===== config.mk =====
export PLATFORM = sky130hd
export DESIGN_NAME = aes_round_ctrl_flat
export DESIGN_NICKNAME = d
export VERILOG_FILES = /design/src/rtl/aes_round_ctrl_if.sv /design/src/rtl/aes_round_ctrl.sv /design/src/flat_wrapper.sv
export SDC_FILE = /design/constraint.sdc
export NUM_CORES = 1
export LEC_CHECK = 0
export ABC_AREA = 1
export CORE_AREA = 2 2 254 256
export CTS_BUF_LIST = sky130_fd_sc_hd__clkbuf_16
export DETAILED_ROUTE_END_ITERATION = 6
export DIE_AREA = 0 0 256 258
export GPL_TIMING_DRIVEN = 0
export PLACE_DENSITY = 0.49
export SLEW_MARGIN = 5
export SYNTH_ARGS = -nofsm -noshare
export SYNTH_HDL_FRONTEND = slang
export SYNTH_SLANG_ARGS = --single-unit

===== constraint.sdc =====
create_clock -name clk -period 2.1 [get_ports clk]
set_input_delay 0.42 -clock clk [delete_from_list [all_inputs] [get_ports clk]]
set_output_delay 0.42 -clock clk [all_outputs]
set_load 0.05 [all_outputs]

===== src/rtl/aes_round_ctrl_if.sv =====
// Signal bundle between the AES round sequencer and its environment:
// block input, key store, shared round datapath and ciphertext output.
interface aes_round_ctrl_if #(
    parameter int DATA_WIDTH  = 128,
    parameter int ROUND_WIDTH = 4
);
    // Block input handshake
    logic                   start_valid_in;
    logic                   start_ready_out;
    logic [DATA_WIDTH-1:0]  data_in;

    // Key store
    logic [ROUND_WIDTH-1:0] key_idx_out;
    logic [DATA_WIDTH-1:0]  round_key_in;

    // Round datapath request/response
    logic                   round_valid_out;
    logic [DATA_WIDTH-1:0]  round_data_out;
    logic [ROUND_WIDTH-1:0] round_num_out;
    logic                   round_last_out;
    logic                   round_valid_in;
    logic [DATA_WIDTH-1:0]  round_data_in;

    // Ciphertext output handshake and status
    logic                   cipher_valid_out;
    logic                   cipher_ready_in;
    logic [DATA_WIDTH-1:0]  cipher_data_out;
    logic                   busy_out;
    logic                   protocol_err_out;

    // Controller side
    modport master (
        input  start_valid_in, data_in, round_key_in, round_valid_in,
               round_data_in, cipher_ready_in,
        output start_ready_out, key_idx_out, round_valid_out, round_data_out,
               round_num_out, round_last_out, cipher_valid_out,
               cipher_data_out, busy_out, protocol_err_out
    );

    // Environment side (block source, key store, datapath, sink)
    modport slave (
        output start_valid_in, data_in, round_key_in, round_valid_in,
               round_data_in, cipher_ready_in,
        input  start_ready_out, key_idx_out, round_valid_out, round_data_out,
               round_num_out, round_last_out, cipher_valid_out,
               cipher_data_out, busy_out, protocol_err_out
    );
endinterface


===== src/rtl/aes_round_ctrl.sv =====
// Iterative AES-128 encrypt sequencer: owns the state register, does the
// key-0 whitening, then drives NUM_ROUNDS passes through an external round datapath.
module aes_round_ctrl #(
    parameter int DATA_WIDTH  = 128,
    parameter int NUM_ROUNDS  = 10,
    parameter int ROUND_WIDTH = 4
) (
    input  logic              clk,
    input  logic              reset_n,
    aes_round_ctrl_if.master  bus
);

    typedef enum logic [1:0] {
        ST_IDLE  = 2'd0,
        ST_ISSUE = 2'd1,
        ST_WAIT  = 2'd2,
        ST_DONE  = 2'd3
    } state_e;

    localparam logic [ROUND_WIDTH-1:0] LAST_ROUND = ROUND_WIDTH'(NUM_ROUNDS);

    state_e                 st_q,   st_d;
    logic [DATA_WIDTH-1:0]  data_q, data_d;
    logic [ROUND_WIDTH-1:0] cnt_q,  cnt_d;
    logic                   err_q,  err_d;

    always_ff @(posedge clk) begin
        if (!reset_n) begin
            st_q   <= ST_IDLE;
            data_q <= '0;
            cnt_q  <= '0;
            err_q  <= 1'b0;
        end else begin
            st_q   <= st_d;
            data_q <= data_d;
            cnt_q  <= cnt_d;
            err_q  <= err_d;
        end
    end

    always_comb begin
        st_d   = st_q;
        data_d = data_q;
        cnt_d  = cnt_q;
        err_d  = err_q;

        unique case (st_q)
            ST_IDLE: begin
                // A result arriving with no round outstanding is flagged and dropped.
                if (bus.round_valid_in) begin
                    err_d = 1'b1;
                end
                if (bus.start_valid_in) begin
                    data_d = bus.data_in ^ bus.round_key_in;
                    cnt_d  = ROUND_WIDTH'(1);
                    st_d   = ST_ISSUE;
                end
            end

            ST_ISSUE, ST_WAIT: begin
                // A zero-latency datapath answers during ISSUE itself.
                if (bus.round_valid_in) begin
                    data_d = bus.round_data_in;
                    if (cnt_q == LAST_ROUND) begin
                        st_d = ST_DONE;
                    end else begin
                        cnt_d = cnt_q + ROUND_WIDTH'(1);
                        st_d  = ST_ISSUE;
                    end
                end else begin
                    st_d = ST_WAIT;
                end
            end

            ST_DONE: begin
                if (bus.round_valid_in) begin
                    err_d = 1'b1;
                end
                if (bus.cipher_ready_in) begin
                    st_d = ST_IDLE;
                end
            end

            default: st_d = ST_IDLE;
        endcase
    end

    logic round_active;
    assign round_active = (st_q == ST_ISSUE) || (st_q == ST_WAIT);

    assign bus.start_ready_out  = (st_q == ST_IDLE);
    assign bus.busy_out         = (st_q != ST_IDLE);
    assign bus.round_valid_out  = (st_q == ST_ISSUE);
    assign bus.round_data_out   = round_active ? data_q : '0;
    assign bus.round_num_out    = round_active ? cnt_q  : '0;
    assign bus.key_idx_out      = round_active ? cnt_q  : '0;
    assign bus.round_last_out   = round_active && (cnt_q == LAST_ROUND);
    assign bus.cipher_valid_out = (st_q == ST_DONE);
    assign bus.cipher_data_out  = (st_q == ST_DONE) ? data_q : '0;
    assign bus.protocol_err_out = err_q;

endmodule


===== src/flat_wrapper.sv =====
// flat-port wrapper written by rule: the top's interface ports become plain ports
module aes_round_ctrl_flat 
#(
    parameter int DATA_WIDTH  = 128,
    parameter int NUM_ROUNDS  = 10,
    parameter int ROUND_WIDTH = 4
)
  (clk, reset_n, bus_start_valid_in, bus_data_in, bus_round_key_in, bus_round_valid_in, bus_round_data_in, bus_cipher_ready_in, bus_start_ready_out, bus_key_idx_out, bus_round_valid_out, bus_round_data_out, bus_round_num_out, bus_round_last_out, bus_cipher_valid_out, bus_cipher_data_out, bus_busy_out, bus_protocol_err_out);
  aes_round_ctrl_if #(.DATA_WIDTH(DATA_WIDTH), .ROUND_WIDTH(ROUND_WIDTH)) bus_i ();
  input  logic clk;
  input  logic reset_n;
  input wire logic [$bits(bus_i.start_valid_in)-1:0] bus_start_valid_in;
  input wire logic [$bits(bus_i.data_in)-1:0] bus_data_in;
  input wire logic [$bits(bus_i.round_key_in)-1:0] bus_round_key_in;
  input wire logic [$bits(bus_i.round_valid_in)-1:0] bus_round_valid_in;
  input wire logic [$bits(bus_i.round_data_in)-1:0] bus_round_data_in;
  input wire logic [$bits(bus_i.cipher_ready_in)-1:0] bus_cipher_ready_in;
  output wire logic [$bits(bus_i.start_ready_out)-1:0] bus_start_ready_out;
  output wire logic [$bits(bus_i.key_idx_out)-1:0] bus_key_idx_out;
  output wire logic [$bits(bus_i.round_valid_out)-1:0] bus_round_valid_out;
  output wire logic [$bits(bus_i.round_data_out)-1:0] bus_round_data_out;
  output wire logic [$bits(bus_i.round_num_out)-1:0] bus_round_num_out;
  output wire logic [$bits(bus_i.round_last_out)-1:0] bus_round_last_out;
  output wire logic [$bits(bus_i.cipher_valid_out)-1:0] bus_cipher_valid_out;
  output wire logic [$bits(bus_i.cipher_data_out)-1:0] bus_cipher_data_out;
  output wire logic [$bits(bus_i.busy_out)-1:0] bus_busy_out;
  output wire logic [$bits(bus_i.protocol_err_out)-1:0] bus_protocol_err_out;
  assign bus_i.start_valid_in = bus_start_valid_in;
  assign bus_i.data_in = bus_data_in;
  assign bus_i.round_key_in = bus_round_key_in;
  assign bus_i.round_valid_in = bus_round_valid_in;
  assign bus_i.round_data_in = bus_round_data_in;
  assign bus_i.cipher_ready_in = bus_cipher_ready_in;
  assign bus_start_ready_out = bus_i.start_ready_out;
  assign bus_key_idx_out = bus_i.key_idx_out;
  assign bus_round_valid_out = bus_i.round_valid_out;
  assign bus_round_data_out = bus_i.round_data_out;
  assign bus_round_num_out = bus_i.round_num_out;
  assign bus_round_last_out = bus_i.round_last_out;
  assign bus_cipher_valid_out = bus_i.cipher_valid_out;
  assign bus_cipher_data_out = bus_i.cipher_data_out;
  assign bus_busy_out = bus_i.busy_out;
  assign bus_protocol_err_out = bus_i.protocol_err_out;
  aes_round_ctrl #(.DATA_WIDTH(DATA_WIDTH), .NUM_ROUNDS(NUM_ROUNDS), .ROUND_WIDTH(ROUND_WIDTH)) u_core (.clk(clk), .reset_n(reset_n), .bus(bus_i));
endmodule

==> reports/metrics.yaml <==
comb_power_share_pct: 61.8
status: "finished with violations"
p_leak_nw: 8.95
areaGrowthSynthToFinish_pct: 96.8
finalSetupTns_ns: -62.66
syn_area_sq_um: 10400
cts_num_sinks: 135
root_buffer: "clkbuf_16"
die_area_sq_um: 66000
synth_cell_types: 18
clock.fmax_mhz: 413
core_area_sq_um: 63600
slowest_delay_ns: 0.35
rows: 93
numPortBuffers: 657
cts_tree: "built"
grt_remaining_overflow: 0
power_switching_w: 0.00945
ant_nets: 0
dp.cells: 3487
ir_drop_v: 0.000576
critPathSlowestCell: "dfxtp_2"
setup_viol_count_final: 367
die-height_um: 258
fin_hold_ws_ns: 0.479
syn_inst: 1975
critical_path_peak_fanout: 10
clk_pin_slew_worst_paths_ns: 0.06
nets: 3063
start_util_pct: 16.4
stdcell_count: 3536
multi_input_area_sq_um: 6070
maxCapViolations: 0
worst_slack_ns: -0.321
fin_crit_sh_pct: 115
cts_buffers: 17
detail_route.wl_per_cell_um: 16.4
via_per_inst: 3.83
drive_gt1_share_pct: 31.8
cts-hold-fix-buffers: 0
p_int_w: 0.00994
yosys_warnings: 0
cts_max_level: 4
drc: 0
p_per_area_nw_per_um2: 944
cp.arrival_ns: 2.00
violations: "setup timing"
die_w_um: 256
tightestPinTransition_ns: 1.13
grt_max_degree: 17
ys_ff_latch: 135
post-route-min-period_ns: 2.42
drtPass1Iterations: 6
total_power_w: 0.0194
skew_ns: 0.0182
swShare_pct: 48.7
finalWirelength_um: 57900
regArea_sq_um: 2710
post_dp_cell_area_sq_um: 18900
antenna_found_initial: 4
grt_pass1_wl_um: 81900
avgSynthCellArea_sq_um: 5.29
fillers: 7136
cp-end-kind: "output pin"
slew_violations: 0
crit_path_frequent_cell: "buf_12"
drt_iter0_markers: 625
vias: 13600
place_hpwl_um: 46300
grt_pass1_vias: 12700
slew_headroom_pct: 24.9
worstPathRequired_ns: 1.68
clock_latency_ns: 0.49
seq_power_share_pct: 21.6
yosysSeqAreaShare_pct: 25.9
post-route-cell-area_sq_um: 20500
hold_viol: 0
cp_cell_sequence: "inv_4, ha_4, buf_12, clkbuf_16, buf_12, nand2_1, clkinvlp_4, buf_8"
gp_congestion: 0.825
track_usage_pct: 16.8
top_level_ports: 659
rsz0062_at_grt: "yes"
min_path_type: "flop to flop"
clockPowerShare_pct: 16.6
start_kind: "flop"
syn-num-nets: 2370
cts_buffer_depth: 2
critical_path_class: "flop to output pin"
power by group through the flow:
| stage | clock [W] | sequential [W] | combinational (W) |
|---|---|---|---|
| 6_report | 0.00322 | 0.00419 | 0.0120 |
| 2_1_floorplan | 0 | 0.00386 | 0.00680 |
| 3_5_place_dp | 0 | 0.00411 | 0.0106 |
| 4_1_cts | 0.00334 | 0.00407 | 0.0114 |
| 5_1_grt | 0.00343 | 0.00428 | 0.0130 |
| 3_3_place_gp | 0 | 0.00411 | 0.0106 |
per-layer routing:
layer	vias up	share of wire, %	track usage (%)
met2	424	50	30.1
li1	7135	-	-
met4	6	1.8	4.76
met1	5942	42	19.3
met3	51	6.6	5.04
met5	-	0.080	0
per-stage QoR:
step	util, %	setup slack, ns
floorplan	-	-0.0102
global placement	29.7	-2.05
detailed placement	29.7	-2.09
CTS	30.8	-0.404
global route	32.3	-0.407
finish	32.3	-0.321
critical path, delay by kind of cell, from the launching register on:
kind	cells	cell delay, ns
and+or+nand+nor	1	0.11
buffers and inverters	6	0.78
DFF	1	0.35
adders and majority gates	1	0.26
registers in the layout, indices dropped and copies added, names as in the netlist:
register,cells
u_core.data_q,128
u_core.cnt_q,4
u_core.bus.protocol_err_out,1
u_core.st_q,2
synthesized netlist by cell type:
| master | instances | area, sq um |
|---|---|---|
| buf_1 | 1 | 3.75 |
| clkbuf_1 | 47 | 176 |
| nand4_1 | 1 | 6.26 |
| a21o_1 | 1 | 7.51 |
| xnor2_1 | 1 | 8.76 |
| nand3_2 | 1 | 10.0 |
| buf_4 | 13 | 97.6 |
| inv_2 | 1 | 3.75 |
| nand2_1 | 788 | 2960 |
| a21oi_1 | 260 | 1300 |
| o21ai_0 | 5 | 25.0 |
| nand3_1 | 3 | 15.0 |
| or2_2 | 128 | 801 |
| nor2_1 | 139 | 522 |
| ha_1 | 6 | 75.1 |
| inv_1 | 401 | 1510 |
| buf_2 | 44 | 220 |
| dfxtp_1 | 135 | 2700 |
placed cells by master, fill, tap and decap left out, types with 66 or more instances in the layout:
cell type / count
a21oi_1: 259
buf_6: 66
buf_8: 87
clkdlybuf4s50_1: 391
clkinvlp_4: 224
dfxtp_1: 133
inv_1: 166
nand2_1: 694
nand2_2: 79
nor2_1: 138
or2_2: 128
timing repair:
item	in CTS	in global routing
setup buffers	5	9
pin swaps	2	6
hold endpoints to repair	0	0
cloned	1	3
setup endpoints to repair	392	402
resized for setup	1690	371
cells by family after synthesis:
family | count (synthesis) | share of synthesized area, %
DFF | 135 | 25.9
adders and majority gates | 6 | 0.719
and+or+nand+nor | 1060 | 41.3
buffers and inverters | 507 | 19.2
AOI/OAI and AO/OA | 266 | 12.8
xor gates and xnor gates | 1 | 0.0839
worst paths after layout:
check	start	end	slack, ns	cells past startpoint
setup / recovery	u_core.st_q[1]$_SDFFE_PN0P_	bus_round_data_out[86]	-0.32	8
hold / removal	u_core.bus.protocol_err_out$_SDFFE_PN0P_	u_core.bus.protocol_err_out$_SDFFE_PN0P_	0.48	2
setup reg to reg	u_core.st_q[1]$_SDFFE_PN0P_	u_core.data_q[64]$_SDFFE_PN0P_	-0.12	10
hold reg to reg	u_core.bus.protocol_err_out$_SDFFE_PN0P_	u_core.bus.protocol_err_out$_SDFFE_PN0P_	0.48	2
area by class of cell:
type	count	share of cell area (%)
Antenna cell	1	0.0122
Buffer	104	4.41
Clock buffer	17	2.07
Clock inverter	14	0.792
Inverter	402	11.4
Multi-Input combinational cell	1333	29.5
Sequential cell	135	13.2
Tap cell	855	5.21
Timing Repair Buffer	675	33.4
(Power assumes the default switching activity.)
